## src/rtl/lsu_mem_access.sv

```systemverilog
// Load/store unit: one data-RAM access per request, lane steering and load extension.
// Optional LSU_MISALIGN_TRAP_EN: flag misaligned accesses instead of forcing alignment.
module lsu_mem_access #(
    parameter int RD_LATENCY = 1
) (
    input  logic        clk,
    input  logic        rst_n,
    input  logic        req_valid,
    output logic        req_ready,
    input  logic        is_load,
    input  logic        is_store,
    input  logic [31:0] addr,
    input  logic [31:0] wdata,
    input  logic [1:0]  read_size,
    input  logic [1:0]  write_size,
    input  logic        read_signed,
    output logic        rsp_valid,
    output logic [31:0] rsp_rdata,
`ifdef LSU_MISALIGN_TRAP_EN
    output logic        misalign,
`endif
    output logic [31:0] mem_addr,
    output logic        mem_re,
    output logic [3:0]  mem_we,
    output logic [31:0] mem_wdata,
    input  logic [31:0] mem_rdata
);

    localparam logic [1:0] RAM_MODE_NONE = 2'd0;
    localparam logic [1:0] RAM_MODE_BYTE = 2'd1;
    localparam logic [1:0] RAM_MODE_HALF = 2'd2;
    localparam logic [1:0] RAM_MODE_WORD = 2'd3;

    localparam logic [2:0] LAT_M1 = 3'(RD_LATENCY - 1);

    typedef enum logic [2:0] {
        IDLE,
        WR,
        RD_ISSUE,
        RD_WAIT,
        RESP
    } state_t;

    state_t      state_q, state_n;
    logic [2:0]  cnt_q, cnt_n;
    logic [1:0]  off_q, off_n;
    logic [1:0]  rsize_q, rsize_n;
    logic        sgn_q, sgn_n;
    logic [31:0] maddr_n;
    logic [3:0]  we_n;
    logic [31:0] wd_n;
    logic [31:0] rdata_n;
    logic        do_load, do_store, trap;
    logic [1:0]  sz, o_eff;
`ifdef LSU_MISALIGN_TRAP_EN
    logic        mis_q, mis_n;
`endif

    function automatic logic [31:0] load_ext(
        input logic [31:0] d,
        input logic [1:0]  o,
        input logic [1:0]  size,
        input logic        sg
    );
        logic [31:0] s;
        s = d >> {o, 3'b000};
        case (size)
            RAM_MODE_BYTE: load_ext = {{24{sg & s[7]}}, s[7:0]};
            RAM_MODE_HALF: load_ext = {{16{sg & s[15]}}, s[15:0]};
            default:       load_ext = d;
        endcase
    endfunction

    assign do_load  = is_load && !is_store && (read_size != RAM_MODE_NONE);
    assign do_store = is_store && !is_load && (write_size != RAM_MODE_NONE);
    assign sz       = do_load ? read_size : write_size;

    // Effective byte offset and misalignment decision for the incoming request
    always_comb begin
        o_eff = addr[1:0];
        trap  = 1'b0;
`ifdef LSU_MISALIGN_TRAP_EN
        if (do_load || do_store) begin
            trap = ((sz == RAM_MODE_HALF) && addr[0]) ||
                   ((sz == RAM_MODE_WORD) && (addr[1:0] != 2'b00));
        end
`else
        if (sz == RAM_MODE_HALF) begin
            o_eff = {addr[1], 1'b0};
        end else if (sz == RAM_MODE_WORD) begin
            o_eff = 2'b00;
        end
`endif
    end

    // Next-state, captured request fields and next output values
    always_comb begin
        state_n = state_q;
        cnt_n   = cnt_q;
        off_n   = off_q;
        rsize_n = rsize_q;
        sgn_n   = sgn_q;
        maddr_n = mem_addr;
        we_n    = '0;
        wd_n    = '0;
        rdata_n = '0;
`ifdef LSU_MISALIGN_TRAP_EN
        mis_n   = mis_q;
`endif
        case (state_q)
            IDLE: begin
                if (req_valid) begin
                    maddr_n = {addr[31:2], 2'b00};
                    off_n   = o_eff;
                    rsize_n = read_size;
                    sgn_n   = read_signed;
                    cnt_n   = '0;
`ifdef LSU_MISALIGN_TRAP_EN
                    mis_n   = trap;
`endif
                    unique case (1'b1)
                        trap: state_n = RESP;
                        do_store && !trap: begin
                            state_n = WR;
                            case (write_size)
                                RAM_MODE_BYTE: begin
                                    we_n = 4'b0001 << o_eff;
                                    wd_n = {4{wdata[7:0]}};
                                end
                                RAM_MODE_HALF: begin
                                    we_n = 4'b0011 << o_eff;
                                    wd_n = {2{wdata[15:0]}};
                                end
                                default: begin
                                    we_n = 4'b1111;
                                    wd_n = wdata;
                                end
                            endcase
                        end
                        do_load && !trap: state_n = RD_ISSUE;
                        default: state_n = RESP;
                    endcase
                end
            end
            WR:       state_n = IDLE;
            RD_ISSUE: begin
                state_n = RD_WAIT;
                cnt_n   = '0;
            end
            RD_WAIT: begin
                if (cnt_q == LAT_M1) begin
                    state_n = RESP;
                    rdata_n = load_ext(mem_rdata, off_q, rsize_q, sgn_q);
                end else begin
                    cnt_n = cnt_q + 3'd1;
                end
            end
            RESP:     state_n = IDLE;
            default:  state_n = IDLE;
        endcase
    end

    // State register and captured request fields
    always_ff @(posedge clk) begin
        if (!rst_n) begin
            state_q <= IDLE;
            cnt_q   <= '0;
            off_q   <= '0;
            rsize_q <= RAM_MODE_NONE;
            sgn_q   <= 1'b0;
`ifdef LSU_MISALIGN_TRAP_EN
            mis_q   <= 1'b0;
`endif
        end else begin
            state_q <= state_n;
            cnt_q   <= cnt_n;
            off_q   <= off_n;
            rsize_q <= rsize_n;
            sgn_q   <= sgn_n;
`ifdef LSU_MISALIGN_TRAP_EN
            mis_q   <= mis_n;
`endif
        end
    end

    // Registered outputs decoded from the upcoming state
    always_ff @(posedge clk) begin
        if (!rst_n) begin
            req_ready <= 1'b1;
            rsp_valid <= 1'b0;
            rsp_rdata <= '0;
            mem_addr  <= '0;
            mem_re    <= 1'b0;
            mem_we    <= '0;
            mem_wdata <= '0;
`ifdef LSU_MISALIGN_TRAP_EN
            misalign  <= 1'b0;
`endif
        end else begin
            req_ready <= (state_n == IDLE);
            rsp_valid <= (state_n == WR) || (state_n == RESP);
            rsp_rdata <= rdata_n;
            mem_addr  <= (state_n == IDLE) ? '0 : maddr_n;
            mem_re    <= (state_n == RD_ISSUE);
            mem_we    <= (state_n == WR) ? we_n : '0;
            mem_wdata <= (state_n == WR) ? wd_n : '0;
`ifdef LSU_MISALIGN_TRAP_EN
            misalign  <= (state_n == RESP) && mis_n;
`endif
        end
    end

endmodule

```

## config.mk

```make
export PLATFORM = sky130hd
export DESIGN_NAME = lsu_mem_access
export DESIGN_NICKNAME = d
export VERILOG_FILES = /design/src/rtl/lsu_mem_access.sv
export SDC_FILE = /design/constraint.sdc
export NUM_CORES = 1
export LEC_CHECK = 0
export CELL_PAD_IN_SITES_DETAIL_PLACEMENT = 0
export CELL_PAD_IN_SITES_GLOBAL_PLACEMENT = 1
export CORE_MARGIN = 2
export CORE_UTILIZATION = 30
export DETAILED_ROUTE_END_ITERATION = 8
export GPL_TIMING_DRIVEN = 0
export PLACE_DENSITY_LB_ADDON = 0.1
export SKIP_LAST_GASP = 1
export SYNTH_ARGS = -nofsm -noshare
export SYNTH_HDL_FRONTEND = slang
export SYNTH_SLANG_ARGS = --single-unit
export TNS_END_PERCENT = 50
```

## constraint.sdc

```tcl
create_clock -name clk -period 2.98 [get_ports clk]
set_clock_uncertainty 0.1 [all_clocks]
set_input_delay 0.745 -clock clk [delete_from_list [all_inputs] [get_ports clk]]
set_output_delay 0.745 -clock clk [all_outputs]
set_load 0.005 [all_outputs]
```

==> metrics <==
Syn Inst Count 491; clk sinks 112; YS warnings 0; max-capacitance violation count 0; clock latency on the worst-skew pair 0.35 ns; Via Count 4294; Site Rows 44; post-synthesis sequential area ratio 49.54%; Starting Density 30.90%; number of I/O port buffers 206; H-tree depth 3; Finished Cell Area 0.007149 mm²; Reg clk slew, reported paths 0.07 ns; Ant. Diodes 0; Seq pwr share 46.2%; Final Critical Period 2.712 ns; Worst Setup End Kind flip-flop; Synth-to-Final Area Change 57.98%; DRT Pass-1 Iters 4; top post-synthesis cells by count dfxtp_1, nand2_1, a21oi_1, nor2_1, clkbuf_1; CP max FO 8; worst min-delay path class reg2reg; DRC violation total after the first TritonRoute iteration 271; max incr delay on CP 0.65 ns; CTS Hold Buffers Added 0; Post-Syn Area per Cell 9.217 µm²; asr flop ratio synth 0%; Hold Fails Final Rpt 0; dpl cell area 0.006822 mm²; final RePlAce weighted congestion 0.8048; RSZ-0062 raised after global routing false; crit path DAT 2.90 ns; status finished clean; Slew headroom 47.62%; Switching Share 24.00%; Filler cells 1397; Hold Path Stages 2; Clk pwr share 38.4%; Buffers & Inverters on Critical Path 2; Chip Height 126.8 µm; flop and latch count out of synthesis 112; count leader, synth dfxtp_1; # resized after CTS 0; Final Max Slew Viols 0; startpoint types input port; worst slew pin tran 0.7857 ns; largest net degree at the start of global routing 18; post-CTS setup buffer count 0; die width 126.8 µm; share of the synthesized area in the top cell type 49.54%; cell taking the most area after synthesis dfxtp_1; number of flops mapped to enable cells by yosys 0; die area 0.01608 mm²; clk buf depth 2; critical path type in2reg; main area contributors after synthesis dfxtp_1, nand2_1, a21oi_1; Post-DRT Antenna Nets 0; vias per cell 4.782; nets 822; combinational group share of total power 15.4%; Synth Flop Type dfxtp_1; total wire length 14030 µm; Cell Pwr Density 468.0 mW/mm²; fraction of layout cells with a size suffix above 1 6.443%; first-pass GRT wire length 22270 µm; CP cell instances clkdlybuf4s50_1, inv_1, ha_1, or3b_2, nor3_1, and2_1; Max VDD drop 0.3335 mV; Pint 2.543 mW; Power, Total 3.346 mW; CP delay by family, top simple AND/OR/NAND/NOR gates; leak pwr 2.543 nW; combined area of the multi-input logic cells 0.002059 mm²; highest clock rate 0.3687 GHz; CTS tree done; Top Ports 209; antenna violations before repair 0; Core ar. 0.01464 mm²; # setup viols final 0; routed len/inst 15.62 µm; instance count on the critical path 6; Clk Tree Root Cell clkbuf_16; DRC Markers 0; Seq. cell area 0.002242 mm²; Worst EP required 3.17 ns; final cycle utilization of the critical path 91.02%; post-detail-place hpwl 10870 µm; global route overflow 0; unique cell type count in the Yosys netlist 44; Post-Syn Area 0.004526 mm²; slowest stage cell, crit path nor3_1; Psw 803.1 µW; Tot GR Track Use 17.49%; Worst R2R Path Depth 7; clock buffer count from CTS 9; number of global-route vias before repair 4210; R2R setup slack 0.55 ns
==> per-layer routing <==
metal  GRT usage, %  share of wire [%]  vias to the layer above
met3          6.959                9.2                        8
met2          28.46                 47                      160
met5              0                  0                        -
li1               -                  -                     2136
met4          4.266               0.95                        0
met1          21.76                 43                     1990
==> cell families after synthesis <==
kind of cell	count (synthesis)	share of synthesized area, %
and+or+nand+nor	164	16.75
DFF	112	49.54
other	1	0.08286
adders and majority gates	7	1.935
muxes	17	5.695
AOI/OAI and AO/OA	137	20.96
buffers and inverters	53	5.032
==> cell type report <==
cell class | instances | share of cell area, %
Clock inverter | 3 | 0.6650
Sequential cell | 112 | 31.36
Inverter | 17 | 0.8925
Multi-Input combinational cell | 327 | 28.81
Buffer | 36 | 2.293
Timing Repair Buffer | 206 | 28.84
Tap cell | 184 | 3.220
Clock buffer | 13 | 3.920
==> flip-flops by register name (all words and copies together), names as in the netlist <==
name	cells
rsp_valid	1
rsp_rdata	32
off_q	2
rsize_q	2
mem_re	1
mem_wdata	32
mem_we	4
sgn_q	1
state_q	3
cnt_q	3
req_ready	1
mem_addr	30
==> power groups by stage <==
| stage | sequential, mW | clock, mW | combinational, mW |
|---|---|---|---|
| after global routing | 1.55 | 1.40 | 0.568 |
| after floorplan | 1.58 | 0 | 0.232 |
| final | 1.54 | 1.29 | 0.515 |
| after global placement | 1.58 | 0 | 0.515 |
| after detailed placement | 1.58 | 0 | 0.518 |
| after CTS | 1.55 | 1.33 | 0.520 |
==> worst register-to-register path: cells and delay by family, from the launching register on <==
family	cells	cell delay, ns
adder cells (fa/ha/maj)	1	0.16
flip-flops	1	0.32
buffers and inverters	2	0.53
AO/OA/AOI/OAI	1	0.17
AND/OR/NAND/NOR	3	1.08
==> per-stage QoR <==
stage	std cells	setup slack, ns	setup TNS (ns)	util (%)	hold slack (ns)
after floorplan	492	0.6208	0	-	0.3444
after global placement	882	-0.07425	-1.445	46.58	0.3407
after detailed placement	882	-0.1594	-3.151	46.58	0.3500
after CTS	898	0.2061	0	48.82	0.3599
after global routing	898	0.1069	0	48.82	0.3792
final	898	0.2677	0	48.82	0.3579
==> final timing paths <==
| check | to | startpoint |
|---|---|---|
| setup reg to reg | rsp_rdata[25] | cnt_q[0] |
| setup / recovery | mem_wdata[5] | write_size[1] |
| hold / removal | mem_addr[28] | mem_addr[28] |
| hold reg to reg | mem_addr[28] | mem_addr[28] |
==> layout by cell type (no fill, tap or decap), types with 7 or more instances in the layout <==
master	count
a21oi_1	52
a221oi_1	9
a22oi_1	15
and2_1	11
clkbuf_1	26
clkbuf_16	9
clkdlybuf4s50_1	206
dfxtp_1	112
ha_1	7
inv_1	17
mux2i_1	10
mux4_2	7
nand2_1	82
nor2_1	36
nor2b_1	12
o21a_1	11
o21ai_0	7
o2bb2ai_1	23
Note: power is estimated with default switching activity, not from simulation.
